===== src/rtl/vga_pkg.sv =====
// Shared VGA / frame-buffer definitions: screen geometry, VRAM sizing and
// the arbiter state encoding used by vram_arbiter.
package vga_pkg;

  localparam int SCREEN_WIDTH  = 640;
  localparam int SCREEN_HEIGHT = 360;
  localparam int VRAM_DEPTH    = SCREEN_WIDTH * SCREEN_HEIGHT;
  localparam int VRAM_A_WIDTH  = 18;
  localparam int VRAM_D_WIDTH  = 6;

  // IDLE: port free, RD: read address on port, CAP: read data returning,
  // WR: write on port
  typedef enum logic [1:0] {
    IDLE = 2'd0,
    RD   = 2'd1,
    CAP  = 2'd2,
    WR   = 2'd3
  } arb_state_e;

endpackage


===== src/rtl/vram_arbiter_addr_gen.sv =====
// vram_addr_gen: owns the registered VRAM port address. Loads the scan-out
// address y*SCREEN_WIDTH + x on a read decision, the requester address on a
// write decision, and otherwise holds.
module vram_addr_gen import vga_pkg::*; #(
  parameter int ADDR_WIDTH   = vga_pkg::VRAM_A_WIDTH,
  parameter int SCREEN_WIDTH = vga_pkg::SCREEN_WIDTH
) (
  input  logic                  i_clk,
  input  logic                  i_rst_n,
  input  logic                  i_ld_rd,
  input  logic                  i_ld_wr,
  input  logic [9:0]            i_x,
  input  logic [8:0]            i_y,
  input  logic [ADDR_WIDTH-1:0] i_wr_addr,
  output logic [ADDR_WIDTH-1:0] o_addr
);

  logic [ADDR_WIDTH-1:0] addr_q, addr_d;
  logic [ADDR_WIDTH-1:0] pix_addr;

  // Full-width product so in-range coordinates never truncate
  assign pix_addr = ADDR_WIDTH'(i_y) * ADDR_WIDTH'(SCREEN_WIDTH) + ADDR_WIDTH'(i_x);

  // Select next port address: scan-out read, write, or hold
  always_comb begin
    addr_d = addr_q;
    if (i_ld_rd) begin
      addr_d = pix_addr;
    end else if (i_ld_wr) begin
      addr_d = i_wr_addr;
    end
  end

  // Address register, cleared on reset
  always_ff @(posedge i_clk) begin
    if (!i_rst_n) begin
      addr_q <= '0;
    end else begin
      addr_q <= addr_d;
    end
  end

  assign o_addr = addr_q;

endmodule


===== src/rtl/vram_arbiter.sv =====
// vram_arbiter: shares one single-port registered-output VRAM between VGA
// scan-out (absolute priority, one port cycle per active pixel) and a single
// write requester that uses the remaining cycles.
// Optional build macro VRAM_ARB_VBLANK_ONLY_EN: when defined, writes are only
// granted while i_y >= SCREEN_HEIGHT (vertical blanking).
module vram_arbiter import vga_pkg::*; #(
  parameter int ADDR_WIDTH    = vga_pkg::VRAM_A_WIDTH,
  parameter int DATA_WIDTH    = vga_pkg::VRAM_D_WIDTH,
  parameter int SCREEN_WIDTH  = vga_pkg::SCREEN_WIDTH,
  parameter int SCREEN_HEIGHT = vga_pkg::SCREEN_HEIGHT,
  parameter int VRAM_DEPTH    = SCREEN_WIDTH * SCREEN_HEIGHT
) (
  input  logic                  i_clk,
  input  logic                  i_rst_n,
  input  logic                  i_pix_stb,
  input  logic [9:0]            i_x,
  input  logic [8:0]            i_y,
  input  logic                  i_active,
  output logic [DATA_WIDTH-1:0] o_pix_data,
  output logic                  o_pix_valid,
  input  logic                  i_wr_req,
  input  logic [ADDR_WIDTH-1:0] i_wr_addr,
  input  logic [DATA_WIDTH-1:0] i_wr_data,
  output logic                  o_wr_gnt,
  output logic                  o_wr_err,
  output logic [ADDR_WIDTH-1:0] o_mem_addr,
  output logic                  o_mem_write,
  output logic [DATA_WIDTH-1:0] o_mem_data,
  input  logic [DATA_WIDTH-1:0] i_mem_data
);

  // One extra bit so a depth equal to 2**ADDR_WIDTH still compares correctly
  localparam logic [ADDR_WIDTH:0] DEPTH_EXT = (ADDR_WIDTH + 1)'(VRAM_DEPTH);
  localparam logic [8:0]          BLANK_Y   = 9'(SCREEN_HEIGHT);

  arb_state_e            state_q, state_d;
  logic                  pix_valid_q, pix_valid_d;
  logic [DATA_WIDTH-1:0] pix_data_q, pix_data_d;
  logic                  mem_write_q, mem_write_d;
  logic [DATA_WIDTH-1:0] mem_data_q, mem_data_d;
  logic                  wr_gnt_q, wr_gnt_d;
  logic                  wr_err_q, wr_err_d;
  logic                  ld_rd, ld_wr;
  logic                  wr_in_range;
  logic                  wr_window;

  assign wr_in_range = {1'b0, i_wr_addr} < DEPTH_EXT;

`ifdef VRAM_ARB_VBLANK_ONLY_EN
  // Tear-free mode: the requester only gets the port during vertical blanking
  assign wr_window = (i_y >= BLANK_Y);
`else
  assign wr_window = 1'b1;
`endif

  vram_addr_gen #(
    .ADDR_WIDTH   (ADDR_WIDTH),
    .SCREEN_WIDTH (SCREEN_WIDTH)
  ) u_addr_gen (
    .i_clk     (i_clk),
    .i_rst_n   (i_rst_n),
    .i_ld_rd   (ld_rd),
    .i_ld_wr   (ld_wr),
    .i_x       (i_x),
    .i_y       (i_y),
    .i_wr_addr (i_wr_addr),
    .o_addr    (o_mem_addr)
  );

  // Per-cycle port decision: RD always runs into CAP, otherwise an active
  // strobe wins over a pending write; CAP captures the sram output
  always_comb begin
    state_d     = state_q;
    pix_valid_d = 1'b0;
    pix_data_d  = pix_data_q;
    mem_write_d = 1'b0;
    mem_data_d  = mem_data_q;
    wr_gnt_d    = 1'b0;
    wr_err_d    = 1'b0;
    ld_rd       = 1'b0;
    ld_wr       = 1'b0;

    if (state_q == CAP) begin
      pix_data_d  = i_mem_data;
      pix_valid_d = 1'b1;
    end

    if (state_q == RD) begin
      state_d = CAP;
    end else if (i_pix_stb && i_active) begin
      state_d = RD;
      ld_rd   = 1'b1;
    end else if (i_wr_req && wr_window) begin
      state_d     = WR;
      ld_wr       = 1'b1;
      mem_data_d  = i_wr_data;
      mem_write_d = wr_in_range;
      wr_gnt_d    = 1'b1;
      wr_err_d    = !wr_in_range;
    end else begin
      state_d = IDLE;
    end
  end

  // State and output registers; reset clears all outputs and drops any
  // in-flight read
  always_ff @(posedge i_clk) begin
    if (!i_rst_n) begin
      state_q     <= IDLE;
      pix_valid_q <= 1'b0;
      pix_data_q  <= '0;
      mem_write_q <= 1'b0;
      mem_data_q  <= '0;
      wr_gnt_q    <= 1'b0;
      wr_err_q    <= 1'b0;
    end else begin
      state_q     <= state_d;
      pix_valid_q <= pix_valid_d;
      pix_data_q  <= pix_data_d;
      mem_write_q <= mem_write_d;
      mem_data_q  <= mem_data_d;
      wr_gnt_q    <= wr_gnt_d;
      wr_err_q    <= wr_err_d;
    end
  end

  assign o_pix_valid = pix_valid_q;
  assign o_pix_data  = pix_data_q;
  assign o_mem_write = mem_write_q;
  assign o_mem_data  = mem_data_q;
  assign o_wr_gnt    = wr_gnt_q;
  assign o_wr_err    = wr_err_q;

endmodule

===== config.mk =====
export PLATFORM = sky130hd
export DESIGN_NAME = vram_arbiter
export DESIGN_NICKNAME = d
export VERILOG_FILES = /design/src/rtl/vga_pkg.sv /design/src/rtl/vram_arbiter_addr_gen.sv /design/src/rtl/vram_arbiter.sv
export SDC_FILE = /design/constraint.sdc
export NUM_CORES = 1
export LEC_CHECK = 0
export ABC_CLOCK_PERIOD_IN_PS = 2500
export BUFFER_PORTS_ARGS = -buffer_cell sky130_fd_sc_hd__buf_4
export CAP_MARGIN = 20
export CORE_MARGIN = 4
export CORE_UTILIZATION = 44
export CTS_BUF_LIST = sky130_fd_sc_hd__clkbuf_16
export DETAILED_ROUTE_END_ITERATION = 16
export MAX_ROUTING_LAYER = met4
export PLACE_DENSITY = 0.86
export SYNTH_ARGS = -nofsm -noshare
export SYNTH_HDL_FRONTEND = slang
export SYNTH_SLANG_ARGS = --single-unit
export TNS_END_PERCENT = 1

===== constraint.sdc =====
create_clock -name i_clk -period 2.5 [get_ports i_clk]
set_input_delay 0.25 -clock i_clk [delete_from_list [all_inputs] [get_ports i_clk]]
set_output_delay 0.25 -clock i_clk [all_outputs]
set_load 0.01 [all_outputs]

Yosys cells after proc, flatten, opt, wreduce, memory -nomap -nowiden --
Index checks and enable logic that the tools add are counted. Widths: inputs -> output; s select.
Word-level totals: register bits after elaboration 36, input bits 54, output and inout port bits 34, word-level logic and storage cells 35
Operators by class: add/sub/neg operators 1, multipliers 1, order comparisons 1, equality and inequality tests 2, multiplexer cells 11, bitwise operators 4, reduce and logical (&&, ||, !) cells 6
Operators with widths (number):
- $mux 18 | 2
- $add 18x10->18 | 1
- $lt 18x18->1 const B | 1
- $mul 9x3->11 const B | 1
- $mux 1 | 6
- $mux 2 | 3
- $not 1->1 | 4
- $reduce_or 4->1 | 1
- $reduce_and 3->1 | 1
- $eq 2x1->1 const B | 1
- $eq 2x2->1 const B | 1
- $reduce_bool 2->1 | 1
- $reduce_or 2->1 | 1
- $logic_and 1x1->1 | 1
- $logic_not 1->1 | 1

Longest topological paths before layout --
Gate-level depths: netlist of run 1.
depth after elaboration 5, depth in mapped cells 9, gate-level depth less buffers 9

Hierarchy --
From an unflattened synthesis of run 1, not the netlist that was laid out.
Second synthesis, totals: cells, all modules 221, area total of the unflattened synthesis 2103.3 um2
By module, submodules not included:
- vram_addr_gen | instances 1, cells each 159, area each 1451.4 um2, sequential area each 360.3 um2
- vram_arbiter | instances 1, cells each 62, area each 651.9 um2, sequential area each 360.3 um2

Least setup slack after synthesis of run 1 --
No wires, ideal clock.
path type input to register, start input i_y[1], end register u_addr_gen.addr_q[17], in the netlist u_addr_gen.o_addr[17], library setup time 0.079 ns, data arrival time 2.307 ns, required time 2.421 ns, slack 0.113 ns, stages on the path 9, path through ha_1 -> ha_1 -> fa_1 -> a211oi_1 -> nor2_1 -> xnor2_1 -> nand4bb_4 -> o311a_1 -> a211oi_2
On the way: word-level cells in the longest chain between the ends 3
RTL lines:
- start: declaration | RTL line vram_arbiter.sv:17 | input logic [8:0] i_y,
- $mul 9x3->11 | RTL line vram_arbiter_addr_gen.sv:22 | assign pix_addr = ADDR_WIDTH'(i_y) * ADDR_WIDTH'(SCREEN_WIDTH) + ADDR_WIDTH'(i_x);
- $add 18x10->18 | RTL line vram_arbiter_addr_gen.sv:22
- $mux 18 | RTL line vram_arbiter_addr_gen.sv:27 | if (i_ld_rd) begin
- end signal: assignment | RTL line vram_arbiter_addr_gen.sv:39 | addr_q <= addr_d;
- end: declaration | RTL line vram_arbiter_addr_gen.sv:18 | logic [ADDR_WIDTH-1:0] addr_q, addr_d;
No other way between the ends. A chain may end at the register's enable or synchronous reset.

Final worst setup path of run 1 --
Same ends and word-level chain as after synthesis.

==> summary.txt, run 1 <==
Floorplanning
  – Initial core utilization: 45.5%
  – Top-Level Pins: 88
  – Die area: 6070 um2
  – Core area: 4720 um2
  – Die width: 77.9 um
  – Site row count: 25
  – Die Y: 77.9 um

Global route
  – Initial antenna violation count: 0
  – Total gr overflow: 0
  – First-pass GRT wire length: 8760 um
  – Vias in the first global route: 1947
  – Largest net degree at the start of global routing: 35
  – Total Routing Usage GR: 18.3%

Synth
  – Synthesized net count: 300
  – Post-Syn Area: 2150 um2
  – Synth Instances: 227
  – EDFF count, synth: 0
  – Yosys cell types: 41
  – Post-synth ARST share: 0%
  – Synth Area per Inst: 9.47 um2
  – Synth Flop Type: dfxtp_1
  – Sequential element share of the synthesized area: 33.5%
  – Synth Register Bits: 36
  – Yosys warning count: 0

Setup path
  – Startpoint Class: primary input
  – CP top delay family: adder cells
  – Critical Path RT: 2690 ps
  – Crit. End Element: flip-flop
  – CP Cell Sequence: buf_4 > ha_1 > ha_1 > fa_1 > a211oi_2 > nor2_1 > xnor2_1 > nand4bb_4 > o311a_1 > a211oi_2
  – Critical Path Stages: 10
  – Crit path buffers/inverters: 1
  – RR Endpoint: u_addr_gen.o_addr[9]
  – Worst Reg-to-Reg Cells: 4
  – Reg2Reg Launch Point: state_q[1]
  – Slowest-stage cell, CP: fa_1
  – CP arrival: 2530 ps
  – Crit-path max FO: 3
  – R2r setup slk: 840 ps
  – Slowest stage delay, CP: 430 ps
  – CP Class: primary input to flip-flop

Final layout
  – Layout cell share with drive strength beyond 1: 36.0%
  – Syn-to-layout area delta: 42.6%
  – # diodes: 0
  – Nets: 395
  – Fillcell total: 402
  – Final Cell Area: 3070 um2
  – Most frequent cells in the layout: buf_4, dfxtp_1, mux2i_1
  – Cell Count, Final, Fillers Out: 389
  – Commonest non-fill, non-tap cell in the layout: buf_4
  – Final core utilization: 65.0%

Clock network
  – Post-CTS setup buffer count: 0
  – Num CTS Buffers: 5
  – Post-CTS sizing: 0
  – CTS tree: done
  – Clock tree sinks: 36
  – CTS H-tree lvls: 2
  – Clock buffer depth: 2
  – CTS clk-pin slew, worst paths: 50 ps
  – Worst skew pair latency: 270 ps
  – Hold buffer count at CTS: 0
  – CTS root buffer: clkbuf_16

Place
  – DP Worst Slack: -173 ps
  – PortBufs: 87
  – HPWL after DPL: 4330 um
  – Dpl cells: 382
  – Area post-placement: 2930 um2
  – GPL Wtd Cong: 0.777

Timing
  – Final min period: 2340 ps
  – Hold_ws: 216 ps
  – Final worst path period share: 93.7%
  – Unrepaired setup endpoints after global routing: false
  – Hold Vio Cnt, Final: 0
  – Rel. slew slack: 50.4%
  – Slew Limit Fails: 0
  – Worst Setup Slack, final: 158 ps
  – Clock skew: 3.70 ps
  – FMAX: 427 MHz
  – Final TNS setup: 0 ps
  – Final setup fails: 0
  – Worst slew pin tran: 743 ps

Hold path
  – Hold path start: i_x[4]
  – Hold crit path type: primary input to flip-flop
  – Hold Crit Depth: 2
  – Hold endpoint: u_addr_gen.o_addr[4]

Routing
  – DR pass1 iterations: 4
  – WL/cell: 13.8 um
  – Via density: 5.05
  – Drt initial violations: 71
  – Post-Route WL: 5370 um
  – DR vias: 1966
  – Residual DRC count: 0
  – ANT nets after route: 0

Power
  – Lkg Pwr: 1.62 nW
  – Reg power frac: 37.0%
  – Switching pwr: 0.476 mW
  – Clock power frac: 32.2%
  – Logic pwr share: 30.8%
  – Total chip power: 1.74 mW
  – Cell-internal power: 1.26 mW
  – Switch share: 27.4%
  – Pwr dens: 566 nW/um2
  – Maximum VDD drop: 0.265 mV

Run status
  – Run status: completed

Job
  – Max Cap Viol: 0
## per-layer routing
metal	wire (um)	vias up	track usage [%]
met5	0	-	-
met3	277	13	3.60
li1	-	995	-
met2	2800	61	32.7
met4	136	0	6.99
met1	2150	897	19.9
## power groups by stage
stage | Clock (mW) | Sequential (mW) | Combinational (mW)
2_1_floorplan | 0 | 0.673 | 0.295
3_3_place_gp | 0 | 0.652 | 0.516
3_5_place_dp | 0 | 0.654 | 0.535
4_1_cts | 0.571 | 0.642 | 0.538
5_1_grt | 0.602 | 0.648 | 0.588
6_report | 0.559 | 0.642 | 0.535
## sequential cells by signal, indices dropped and copies added, names as in the netlist
signal,flops
u_addr_gen.o_addr,18
o_pix_data,6
o_mem_write,1
o_pix_valid,1
state_q,2
o_wr_gnt,1
o_mem_data,6
o_wr_err,1
## final cells by class
type	count	area, um2	share of cell area, %
clock inverters	2	7.51	0.245
multi-input cells	175	1370	44.7
flip-flops and latches	36	721	23.5
repair buffers	98	736	24.0
well taps	67	83.8	2.73
inverters	6	22.5	0.734
clock buffers	5	125	4.08
## cells by family after synthesis
kind of cell | after synthesis | synth area share, %
AO/OA/AOI/OAI | 45 | 16.2
multiplexers | 30 | 14.1
AND/OR/NAND/NOR | 74 | 18.7
flip-flops | 36 | 33.5
buffers and inverters | 16 | 2.91
adder cells (fa/ha/maj) | 19 | 11.8
XOR/XNOR | 7 | 2.85
## Yosys cell counts, types with 2 or more instances
master	number	area, um2
buf_2	2	10.0
o21a_1	2	15.0
nor3_1	3	15.0
xnor2_1	3	26.3
nand3_1	5	25.0
and3_1	3	18.8
nor2_1	11	41.3
a21oi_1	12	60.1
nor2b_1	15	93.8
clkbuf_1	7	26.3
mux2i_1	27	270
dfxtp_1	36	721
o211a_1	11	110
ha_1	17	213
o21ai_0	9	45.0
inv_1	6	22.5
nand4_1	2	12.5
and3_2	2	15.0
o311a_1	2	20.0
xor2_1	4	35.0
fa_1	2	40.0
mux2_2	3	33.8
nand2_1	25	93.8
## worst max path at each step
stage	slack [ps]	to	start
final	160	u_addr_gen.o_addr[17]	i_y[1]
after global routing	50	u_addr_gen.o_addr[17]	i_y[1]
after CTS	110	u_addr_gen.o_addr[17]	i_y[1]
after detailed placement	-170	u_addr_gen.o_addr[17]	i_y[1]
after global placement	-80	u_addr_gen.o_addr[17]	i_y[1]
after floorplan	110	u_addr_gen.o_addr[17]	i_y[1]
Power figures use the tool's default switching activity.
==> run 2, diff against run 1 <==
--- a/config.mk
+++ b/config.mk
@@ -14,6 +14,7 @@
 export DETAILED_ROUTE_END_ITERATION = 16
 export MAX_ROUTING_LAYER = met4
 export PLACE_DENSITY = 0.86
+export RECOVER_POWER = 25
 export SYNTH_ARGS = -nofsm -noshare
 export SYNTH_HDL_FRONTEND = slang
 export SYNTH_SLANG_ARGS = --single-unit
==> run 2 against run 1 <==
Compared with the run above: clock skew hardly changed; critical path depth unchanged; total power is 0.75% lower; hold slack hardly changed; maximum frequency about the same; combinational power is 2% lower; design area fell by 1.7%; routed wire length grew 0.78%; largest cell class unchanged.
==> summary.txt, run 2 (same netlist as run 1, synthesis figures left out) <==
Final layout
  – Final Cell Area: 3020 um2
  – Max FFs per register: 18
  – Multi-input gate area: 1370 um2
  – Syn-to-layout area delta: 40.2%
  – FF+latch area: 721 um2
  – Final core utilization: 63.8%
  – Most frequent cells in the layout: buf_4, dfxtp_1, mux2i_1
  – Nets: 395
  – Commonest non-fill, non-tap cell in the layout: buf_4
  – Fillcell total: 413
  – Layout cell share with drive strength beyond 1: 31.7%
  – Cell Count, Final, Fillers Out: 389
  – # diodes: 0

Power
  – Maximum VDD drop: 0.265 mV
  – Pwr dens: 572 nW/um2
  – Lkg Pwr: 1.56 nW
  – Total chip power: 1.72 mW

Timing
  – Slew Limit Fails: 0
  – Hold Vio Cnt, Final: 0
  – FMAX: 427 MHz
  – Final TNS setup: 0 ps
  – Final worst path period share: 93.7%
  – Final setup fails: 0
  – Worst slew pin tran: 772 ps
  – Final min period: 2340 ps
  – Clock skew: 3.78 ps
  – Worst Setup Slack, final: 158 ps
  – Hold_ws: 216 ps
  – Unrepaired setup endpoints after global routing: false
  – Rel. slew slack: 48.4%

Global route
  – Total gr overflow: 0
  – Largest net degree at the start of global routing: 35
  – Vias in the first global route: 1947
  – First-pass GRT wire length: 8760 um
  – Total Routing Usage GR: 18.3%
  – Initial antenna violation count: 0

Floorplanning
  – Die Y: 77.9 um
  – Initial core utilization: 45.5%
  – Die width: 77.9 um
  – Core area: 4720 um2
  – Top-Level Pins: 88
  – Die area: 6070 um2
  – Site row count: 25

Place
  – PortBufs: 87
  – HPWL after DPL: 4330 um
  – GPL Wtd Cong: 0.777
  – DP Worst Slack: -173 ps
  – Area post-placement: 2930 um2
  – Dpl cells: 382

Hold path
  – Hold crit path type: primary input to flip-flop
  – Hold path start: i_x[4]
  – Hold Crit Depth: 2
  – Hold endpoint: u_addr_gen.o_addr[4]

Routing
  – ANT nets after route: 0
  – WL/cell: 13.9 um
  – DR pass1 iterations: 4
  – Residual DRC count: 0
  – Drt initial violations: 68
  – Post-Route WL: 5410 um
  – DR vias: 1967
  – Via density: 5.06

Setup path
  – CP Class: primary input to flip-flop
  – R2r setup slk: 840 ps
  – Crit. End Element: flip-flop
  – CP Cell Sequence: buf_4 > ha_1 > ha_1 > fa_1 > a211oi_2 > nor2_1 > xnor2_1 > nand4bb_4 > o311a_1 > a211oi_2
  – RR Endpoint: u_addr_gen.o_addr[9]
  – Reg2Reg Launch Point: state_q[1]
  – Startpoint Class: primary input
  – Worst Reg-to-Reg Cells: 4
  – Crit-path max FO: 3
  – Slowest stage delay, CP: 430 ps
  – Critical Path RT: 2690 ps
  – Slowest-stage cell, CP: fa_1
  – CP arrival: 2530 ps

Clock network
  – CTS tree: done
  – Clock tree sinks: 36
  – Worst skew pair latency: 270 ps
  – Clock buffer depth: 2
  – CTS root buffer: clkbuf_16
  – Num CTS Buffers: 5
  – CTS H-tree lvls: 2
  – CTS clk-pin slew, worst paths: 50 ps
  – Post-CTS setup buffer count: 0

Run status
  – Run status: completed

Job
  – Max Cap Viol: 0
[run 2: per-layer routing]
metal  vias to the layer above  global-route usage [%]  routed length (um)
met3                        13                    3.60                 286
met4                         0                    6.99                 138
met1                       896                    19.9                2190
li1                        995                       -                   -
met2                        63                    32.7                2790
met5                         -                       -                   0
[run 2: area by class of cell]
| type | instances | share of cell area, % |
|---|---|---|
| Multi-Input combinational cell | 175 | 45.5 |
| Sequential cell | 36 | 23.9 |
| Timing Repair Buffer | 98 | 22.7 |
| Clock buffer | 5 | 4.15 |
| Tap cell | 67 | 2.78 |
| Inverter | 6 | 0.747 |
| Clock inverter | 2 | 0.249 |
[run 2: worst max-delay path, delay by kind of cell]
kind,cells,cell delay [ps]
xor+xnor,1,150
buf+inv,1,120
simple gates,2,310
compound gates,3,730
fa+ha+maj,3,960
[run 2: power breakdown]
part / internal, mW / switching [mW] / leakage (nW)
Sequential: 0.621 / 0.0211 / 0.297
Clock: 0.355 / 0.202 / 0.0648
Combinational: 0.273 / 0.252 / 1.20
Total: 1.25 / 0.474 / 1.56
[run 2: how the worst max path moves through the flow]
stage / depth (start not counted) / endpoint / startpoint
finish: 10 / u_addr_gen.o_addr[17] / i_y[1]
global placement: 10 / u_addr_gen.o_addr[17] / i_y[1]
CTS: 10 / u_addr_gen.o_addr[17] / i_y[1]
global route: 10 / u_addr_gen.o_addr[17] / i_y[1]
detailed placement: 10 / u_addr_gen.o_addr[17] / i_y[1]
floorplan: 9 / u_addr_gen.o_addr[17] / i_y[1]
[run 2: timing repair]
action | in CTS | in global routing
gates resized for setup | 0 | 1
setup endpoints to repair | 0 | 1
hold buffers | 0 | 0
